## src/rtl/sc_pkg.sv

```systemverilog
// Shared stochastic-computing definitions: FSM states, default sizes and a
// bit-reverse helper for pairing normal/flipped LFSR words.
package sc_pkg;

  localparam int unsigned SC_W          = 8;
  localparam int unsigned SC_STREAM_LEN = 255;

  typedef enum logic [1:0] {
    IDLE,
    RUN,
    DONE
  } sc_state_e;

  function automatic logic [SC_W-1:0] bit_reverse(input logic [SC_W-1:0] x);
    logic [SC_W-1:0] r;
    r = '0;
    for (int unsigned i = 0; i < SC_W; i++) r[i] = x[SC_W-1-i];
    return r;
  endfunction

endpackage

```

## src/rtl/sc_sng.sv

```systemverilog
// Stochastic number generator: one registered stream bit per cycle, set when
// the random word falls below the operand value.
module sc_sng
  import sc_pkg::*;
#(
  parameter int unsigned W = SC_W
) (
  input  logic         clk,
  input  logic         reset,
  input  logic         en,
  input  logic [W-1:0] rnd,
  input  logic [W-1:0] value,
  output logic         stream_bit
);

  always_ff @(posedge clk) begin
    if (reset) stream_bit <= 1'b0;
    else       stream_bit <= en && (rnd < value);
  end

endmodule

```

## src/rtl/sc_mult_stream.sv

```systemverilog
// Stochastic multiplier: ANDs two unipolar bitstreams for STREAM_LEN cycles and
// reports the count of ones as the binary product estimate.
module sc_mult_stream
  import sc_pkg::*;
#(
  parameter int unsigned W          = SC_W,
  parameter int unsigned STREAM_LEN = SC_STREAM_LEN
) (
  input  logic         clk,
  input  logic         reset,
  input  logic         start,
  input  logic [W-1:0] a,
  input  logic [W-1:0] b,
  input  logic [W-1:0] rnd_a,
  input  logic [W-1:0] rnd_b,
  output logic         busy,
  output logic         bit_valid,
  output logic         bit_a,
  output logic         bit_b,
  output logic         bit_y,
  output logic         done,
  output logic [W-1:0] result
);

  localparam logic [W-1:0] LAST = W'(STREAM_LEN - 1);

  sc_state_e    state_q, state_d;
  logic         run;
  logic [W-1:0] a_q, b_q, ones_cnt, len_cnt;

  sc_sng #(.W(W)) u_sng_a (
    .clk(clk), .reset(reset), .en(run), .rnd(rnd_a), .value(a_q), .stream_bit(bit_a)
  );

  sc_sng #(.W(W)) u_sng_b (
    .clk(clk), .reset(reset), .en(run), .rnd(rnd_b), .value(b_q), .stream_bit(bit_b)
  );

  always_comb begin
    state_d = state_q;
    run     = (state_q == RUN);
    busy    = run;
    bit_y   = bit_a & bit_b;
    unique case (state_q)
      IDLE:    if (start) state_d = RUN;
      RUN:     if (len_cnt == LAST) state_d = DONE;
      DONE:    state_d = IDLE;
      default: state_d = IDLE;
    endcase
  end

  always_ff @(posedge clk) begin
    if (reset) state_q <= IDLE;
    else       state_q <= state_d;
  end

  // Stream bits are registered, so ones_cnt lags by one cycle; the last bit is
  // folded in when the result is captured in DONE.
  always_ff @(posedge clk) begin
    if (reset) begin
      a_q       <= '0;
      b_q       <= '0;
      ones_cnt  <= '0;
      len_cnt   <= '0;
      bit_valid <= 1'b0;
      done      <= 1'b0;
      result    <= '0;
    end else begin
      done      <= 1'b0;
      bit_valid <= run;
      unique case (state_q)
        IDLE: if (start) begin
          a_q      <= a;
          b_q      <= b;
          ones_cnt <= '0;
          len_cnt  <= '0;
        end
        RUN: begin
          len_cnt  <= len_cnt + W'(1);
          ones_cnt <= ones_cnt + W'(bit_y);
        end
        DONE: begin
          result <= ones_cnt + W'(bit_y);
          done   <= 1'b1;
        end
        default: ;
      endcase
    end
  end

endmodule

```

## config.mk

```make
export PLATFORM = sky130hd
export DESIGN_NAME = sc_mult_stream
export DESIGN_NICKNAME = d
export VERILOG_FILES = /design/src/rtl/sc_pkg.sv /design/src/rtl/sc_sng.sv /design/src/rtl/sc_mult_stream.sv
export SDC_FILE = /design/constraint.sdc
export NUM_CORES = 1
export LEC_CHECK = 0
export ABC_AREA = 1
export CAP_MARGIN = 10
export CELL_PAD_IN_SITES_DETAIL_PLACEMENT = 1
export CELL_PAD_IN_SITES_GLOBAL_PLACEMENT = 2
export CORE_UTILIZATION = 29
export DETAILED_ROUTE_END_ITERATION = 10
export PLACE_DENSITY = 0.91
export SYNTH_ARGS = -nofsm -noshare
export SYNTH_HDL_FRONTEND = slang
export SYNTH_SLANG_ARGS = --single-unit
export TNS_END_PERCENT = 20
```

## constraint.sdc

```tcl
create_clock -name clk -period 1.5 [get_ports clk]
set_input_delay 0.3 -clock clk [delete_from_list [all_inputs] [get_ports clk]]
set_output_delay 0.3 -clock clk [all_outputs]
set_load 0.02 [all_outputs]
```

# Word level (Yosys, flattened, before mapping)
# Cells that the tools add are included.
# W data, S select, Z words.
# totals
out_inout_bits	14
word_cells	34
ff_bits	46
in_bits	35
# classes
n_addsub	2
n_bitwise	1
eq_ne	5
magnitude_cmp	2
muxes	7
reduce_logical	7
# op_table
cell	n
$pmux W8 S2	2
$lt A8 B8 Y1	2
$add A8 B1 Y8	1
$add A8 B1 Y8 const B	1
$eq A8 B8 Y1 const B	1
$mux W8	1
$reduce_and A2 Y1	3
$mux W2	2
$ne A2 B2 Y1 const B	2
$pmux W2 S2	1
$eq A2 B1 Y1 const B	1
$eq A2 B2 Y1 const B	1
$logic_and A1 B1 Y1	2
$logic_not A2 Y1	1
$reduce_bool A2 Y1	1
$and A1 B1 Y1	1
$mux W1	1

# Depth between registers and ports, before layout
# Gate-level depths: netlist of run 1.
# logic_depth
ltp_word	3
mapped_depth	11
ltp_nobuf	11

# By module
# Synthesis of run 1 repeated with hierarchy kept, for this count alone.
# hier_totals
cells_unflattened	322
area_unflattened_um2	2342.2
# modules_own_cells
module	seq_area_each_um2	n_inst	area_per_inst_um2	cells_per_inst
sc_mult_stream	880.8	1	1914.3	254
sc_sng	20.0	2	214.0	34

# Worst setup path before layout of run 1
# OpenSTA, ideal clock, no wires.
# synth_timing
path_kind	reg-to-reg
startpoint	register u_sng_a.stream_bit
endpoint	register result[6]
arrival_ns	1.486
n_path_buf	0
path_stages_with_launch	12
required_time_ns	1.391
synth_period_minus_slack_ns	1.594
setup_slack_ns	-0.094
setup_time_ns	0.109
path_cell_list	dfxtp_1 -> nand2_1 -> inv_1 -> ha_1 -> ha_1 -> nand3_1 -> nor2_1 -> nand2_1 -> nand2_1 -> nand2_1 -> nand2_1 -> inv_1
# synth_via
elab_chain_cells	2
# synth_lines
element	line_no	text
start, declared	sc_sng.sv:13	output logic stream_bit
start signal, assigned	sc_sng.sv:18	else stream_bit <= en && (rnd < value);
$and A1 B1 Y1	sc_mult_stream.sv:43	bit_y = bit_a & bit_b;
via bit_y	sc_mult_stream.sv:20	output logic bit_y,
$add A8 B1 Y8	sc_mult_stream.sv:83	result <= ones_cnt + W'(bit_y);
end signal, assigned	sc_mult_stream.sv:83	
end, declared	sc_mult_stream.sv:22	output logic [W-1:0] result
# The timed path passes the listed nets, and every way through them passes these cells.
# A chain may end at the register's enable or synchronous reset.

# Worst setup path in the final report of run 1
# layout_timing
startpoint	register u_sng_a.stream_bit
endpoint	output bit_y
# layout_via
elab_chain_cells	1
# layout_lines
element	line_no
$and A1 B1 Y1	sc_mult_stream.sv:43
end, declared	sc_mult_stream.sv:20
# No other way between the ends.

==> metrics.md, run 1 <==
| Metric | Value |
|---|---|
| Post-Syn Area | 2365 sq um |
| Metal-1 WL | 2.604 mm |
| Crit path time final | 1437 ps |
| Asr flop ratio synth | 0% |
| Total GRT Usage | 14.76% |
| Setup TNS | 0 ps |
| Yosys cell types | 34 |
| Leak pwr | 1.303 nW |
| Max Fanout on Critical Path | 2 |
| Clk_skew | 13.04 ps |
| Outcome | complete, no violations |
| Most numerous cell in the Yosys netlist | nand2_1 |
| Vias in the first global route | 2162 |
| Proportion of layout cells with a drive suffix above 1 | 18.44% |
| Worst IR Drop VDD | 0.0003660 V |
| Die span in y | 92.30 um |
| Post-synth EDFFs | 0 |
| Setup CP Type | flop to primary output |
| Hold Slack | 452.8 ps |
| # IOs | 49 |
| DR top layer | met4 |
| Power density cells | 826.6 nW/um^2 |
| Clock sink count | 46 |
| TritonRoute pass-1 iters | 4 |
| PortBufs | 48 |
| Root Driver | clkbuf_8 |
| Syn Nets | 353 |
| Die width | 92.30 um |
| HP Class | flop to flop |
| Largest net degree at the start of global routing | 34 |
| Share of the synthesized area in the top cell type | 38.94% |
| Worst EP required | 1200 ps |
| Fill cells | 953 |
| Detailed-route via count | 2116 |
| Final std cells w/o fill | 460 |
| Nets | 410 |
| Worst slew margin | 77.38% |
| H-Tree Depth | 2 |
| TritonCTS clock tree | yes |
| Antenna cells | 0 |
| Syn_area_per_cell | 7.883 sq um |
| Antenna Nets Post-Route | 0 |
| Max-cap violations | 0 |
| DR vias/cell | 4.600 |
| Reg clk slew, reported paths | 90 ps |
| First-pass GRT wire length | 9.970 mm |
| Final Wtd Congestion | 0.7392 |
| Post-Syn Instances | 300 |
| HPWL after detailed placement | 4.380 mm |
| Period utilization | 95.82% |
| Initial Util | 30.29% |
| Post-synth top cells | nand2_1, dfxtp_1, inv_1 |
| Arr. time, crit path | 1140 ps |
| Cts bufs inserted | 5 |
| Metal2 WL | 2.908 mm |
| Metal3 WL | 151 um |
| Nature of the critical path startpoint | flop |
| Global-route congestion overflow total | 0 |
| Synth warn | 0 |
| Total chip power | 2.579 mW |
| Die area | 8519 sq um |
| Register area share after synthesis | 38.94% |
| Hold buffer count at CTS | 0 |
| Area contributors post-synth | dfxtp_1, ha_1, nand2_1 |
| Final Hold Viols | 0 |
| Fin util | 39.97% |
| Top_reg_cell synth | dfxtp_1 |
| Initial antenna violation count | 0 |
| Final slew viol count | 0 |
| Crit path capture type | primary output |
| Core box area | 7807 sq um |
| Post-synth top area cell | dfxtp_1 |
| Yosys reg bits | 46 |
| Clock Latency Late Sink | 310 ps |
| Buffers from clock root to sink, at most | 2 |
| Number of setup violations in the final report | 0 |
| Slew @ Worst Pin | 339.3 ps |
| Initial drt markers | 51 |
| WL/cell | 12.47 um |
| Fmax | 695.7 MHz |
| RSZ-0062 raised after global routing | yes |
| Placed Cells | 451 |
| Row count | 32 |
| Number of remaining DRC errors | 0 |
| Syn-to-layout area delta | 31.96% |
| Routed WL | 5.738 mm |
==> power breakdown <==
group	internal, mW	switching (mW)
clock network	0.423	0.442
registers	1.27	0.0174
logic	0.204	0.227
==> final timing paths <==
kind,start,endpoint,slack [ps],depth (start not counted)
setup / recovery,u_sng_a.stream_bit,bit_y,60,3
setup reg to reg,u_sng_a.stream_bit,result[5],100,11
hold reg to reg,a_q[0],a_q[0],450,2
hold / removal,a_q[0],a_q[0],450,2
==> critical path, cell delays in order (launching register included) <==
cell and delay [ps]:
dfxtp_2 360, nand2_1 70, inv_2 80, dlygate4sd2_1 330
==> cells in the final DEF (no fill, tap or decap), drive strengths merged <==
master / count
dlygate4sd2: 13
nor2: 38
nand2: 57
a22oi: 2
clkbuf: 8
nand3b: 1
nand4: 3
xor2: 1
o21bai: 1
a21oi: 33
o21ai: 31
ha: 18
nand3: 13
inv: 41
clkdlybuf4s50: 34
clkinv: 1
xnor2: 2
or2: 2
dfxtp: 46
o211ai: 1
buf: 12
==> repair_timing <==
action                     4_1_cts  5_1_grt
buffers inserted                 0        1
gates resized for setup         17        9
pin swaps                        0        1
setup endpoints to repair       18       10
==> state kept, by name, indices dropped and copies added (netlist names) <==
name	count
ones_cnt	8
a_q	8
b_q	8
len_cnt	8
done	1
state_q	2
result	8
u_sng_a.stream_bit	1
bit_valid	1
u_sng_b.stream_bit	1
==> area by class of cell <==
cell class / count / area (sq um) / area share, %
tap: 102 / 127.6 / 4.090
multi-input combinational: 203 / 1225 / 39.25
inverter: 41 / 163.9 / 5.253
clock buffer: 7 / 96.34 / 3.087
clock inverter: 1 / 8.758 / 0.2807
sequential: 46 / 924.6 / 29.63
timing repair buffer: 60 / 574.3 / 18.40
==> metal layers <==
| metal | up-vias | GRT usage (%) |
|---|---|---|
| met5 | - | 0 |
| met2 | 33 | 26.36 |
| li1 | 1077 | - |
| met4 | 0 | 5.078 |
| met1 | 999 | 17.52 |
| met3 | 7 | 2.874 |
==> stage by stage <==
stage               cell area (sq um)  setup slack, ps
finish                           3120            62.68
global route                     3120           -6.692
CTS                              3073           -1.092
detailed placement               2980           -50.71
global placement                 2980           -19.24
floorplan                        2367            41.81
==> cell families after synthesis <==
group           count (synthesis)  share of synthesized area, %
xor+xnor                        3                         1.111
fa+ha+maj                      18                         9.524
compound gates                 68                         16.88
simple gates                  114                         22.28
flops                          46                         38.94
buf+inv                        51                         11.27
Power figures use the tool's default switching activity.
==> run 2: changes to the inputs <==
GPL_TIMING_DRIVEN = 0   (was default)
==> metrics.md, run 2 (synthesis results as in run 1) <==
| Metric | Value |
|---|---|
| Cell area after layout | 3129 sq um |
| Proportion of layout cells with a drive suffix above 1 | 18.21% |
| Die area | 8519 sq um |
| Detailed-route via count | 2050 |
| Cts bufs inserted | 5 |
| Max-cap violations | 0 |
| Fmax | 690.8 MHz |
| Buffers from clock root to sink, at most | 2 |
| Most frequent cells in the layout | nand2_1, dfxtp_1, inv_1, nor2_1, clkdlybuf4s50_1 |
| Clock sink count | 46 |
| Placed cell areas | 2965 sq um |
| Nets | 410 |
| Core box area | 7807 sq um |
| Clk_skew | 9.536 ps |
| Multi-input gate area | 1217 sq um |
| Outcome | complete, no violations |
| Final Hold Viols | 0 |
| Antenna cells | 0 |
| Initial drt markers | 26 |
| Worst IR Drop VDD | 0.0005656 V |
| Antenna Nets Post-Route | 0 |
| Hold Path Stages | 2 |
| Number of setup violations in the final report | 0 |
| Max Fanout on Critical Path | 10 |
| Routed WL | 5.790 mm |
| PortBufs | 47 |
| Clock Power Share | 35.5% |
| Reg power frac | 48.0% |
| Die width | 92.30 um |
| Final slew viol count | 0 |
| H-Tree Depth | 2 |
| R2r worst-path depth | 11 |
| Critical R2R Capture | result[6] |
| Slew @ Worst Pin | 277.4 ps |
| Initial antenna violation count | 0 |
| Power density cells | 855.6 nW/um^2 |
| NetSw | 0.6656 mW |
| Fill cells | 964 |
| Initial Util | 30.29% |
| Hold buffer count at CTS | 0 |
| Cell Int Power | 2.012 mW |
| Worst slew margin | 81.50% |
| Combinational share of power | 16.4% |
| HPWL after detailed placement | 4.546 mm |
| Setup CP Type | flop to primary output |
| DR vias/cell | 4.466 |
| Nature of the critical path startpoint | flop |
| Hold Slack | 338.3 ps |
| Reg2Reg Launch Point | u_sng_a.stream_bit |
| Die span in y | 92.30 um |
| Global-route congestion overflow total | 0 |
| HP Class | primary input to flop |
| Largest net degree at the start of global routing | 14 |
| WL/cell | 12.61 um |
| Flop-to-flop setup slack | 100 ps |
| Most common cell after layout, fill and taps aside | nand2_1 |
| Final Wtd Congestion | 0.7594 |
| TritonRoute pass-1 iters | 4 |
| Switching Share | 24.86% |
| Period utilization | 96.51% |
| Row count | 32 |
| # IOs | 49 |
| Reg clk slew, reported paths | 80 ps |
| FF+latch area | 925.9 sq um |
| Arr. time, crit path | 1150 ps |
| Worst EP required | 1200 ps |
| Crit path time final | 1448 ps |
| Hold endpoint | bit_valid |
| Root Driver | clkbuf_8 |
| Number of remaining DRC errors | 0 |
| Crit path capture type | primary output |
| TritonCTS clock tree | yes |
| Leak pwr | 1.307 nW |
| Vias in the first global route | 2201 |
| Clock Latency Late Sink | 300 ps |
| First-pass GRT wire length | 10.14 mm |
| Hold_sp | reset |
| Total GRT Usage | 14.97% |
| Syn-to-layout area delta | 32.33% |
run 2: per-stage QoR:
| stage | setup TNS, ps | setup slack (ps) | std cells | utilization, % | total power, mW |
|---|---|---|---|---|---|
| final | 0 | 52.39 | 459 | 40.08 | 2.677 |
| after global routing | -6.211 | -5.983 | 459 | 40.08 | 2.817 |
| after CTS | -28.69 | -28.69 | 456 | 39.33 | 2.706 |
| after detailed placement | -1679 | -211.5 | 449 | 37.98 | 1.759 |
| after global placement | -1308 | -197.0 | 449 | 37.98 | 1.743 |
| after floorplan | 0 | 41.81 | 300 | - | 1.578 |
run 2: timing repair:
item                                    CTS  global route
pin swaps                                 0             1
buffers inserted                          0             3
gates resized for setup                  21             7
endpoints found under the setup margin   16             6
run 2: metal layers:
layer  share of wire [%]  global-route usage, %  up-vias  wire, um
met5                   0                      0        -         0
li1                    -                      -     1075         -
met1                  48                  18.06      936      2767
met3                 2.6                  2.791        8       151
met4                 1.2                  4.297        0        72
met2                  48                  26.85       31      2799
run 2: cell type report:
| type | count | share of cell area (%) |
|---|---|---|
| timing repair buffer | 50 | 15.15 |
| sequential | 46 | 29.59 |
| buffer | 10 | 3.279 |
| tap | 102 | 4.078 |
| multi-input combinational | 203 | 38.90 |
| inverter | 41 | 5.398 |
| clock inverter | 1 | 0.9596 |
| clock buffer | 6 | 2.639 |
run 2: critical path, cell delays in order (launching register included):
cell	delay, ps
dfxtp_2	340
inv_2	50
nand2_4	90
clkinv_8	70
buf_12	140
buf_4	150
run 2: power groups by stage:
stage / Sequential [mW] / Clock (mW) / Combinational (mW)
floorplan: 1.31 / 0 / 0.263
global placement: 1.31 / 0 / 0.430
CTS: 1.29 / 0.980 / 0.440
finish: 1.29 / 0.951 / 0.440
global route: 1.29 / 1.02 / 0.501
detailed placement: 1.31 / 0 / 0.444
run 2: how the worst max path moves through the flow:
stage                            start        end  cells past startpoint
floorplan           u_sng_a.stream_bit  result[6]                     11
CTS                         state_q[1]       busy                      5
finish                      state_q[1]       busy                      5
global route                state_q[1]       busy                      5
detailed placement          state_q[0]       busy                      4
global placement            state_q[0]       busy                      4
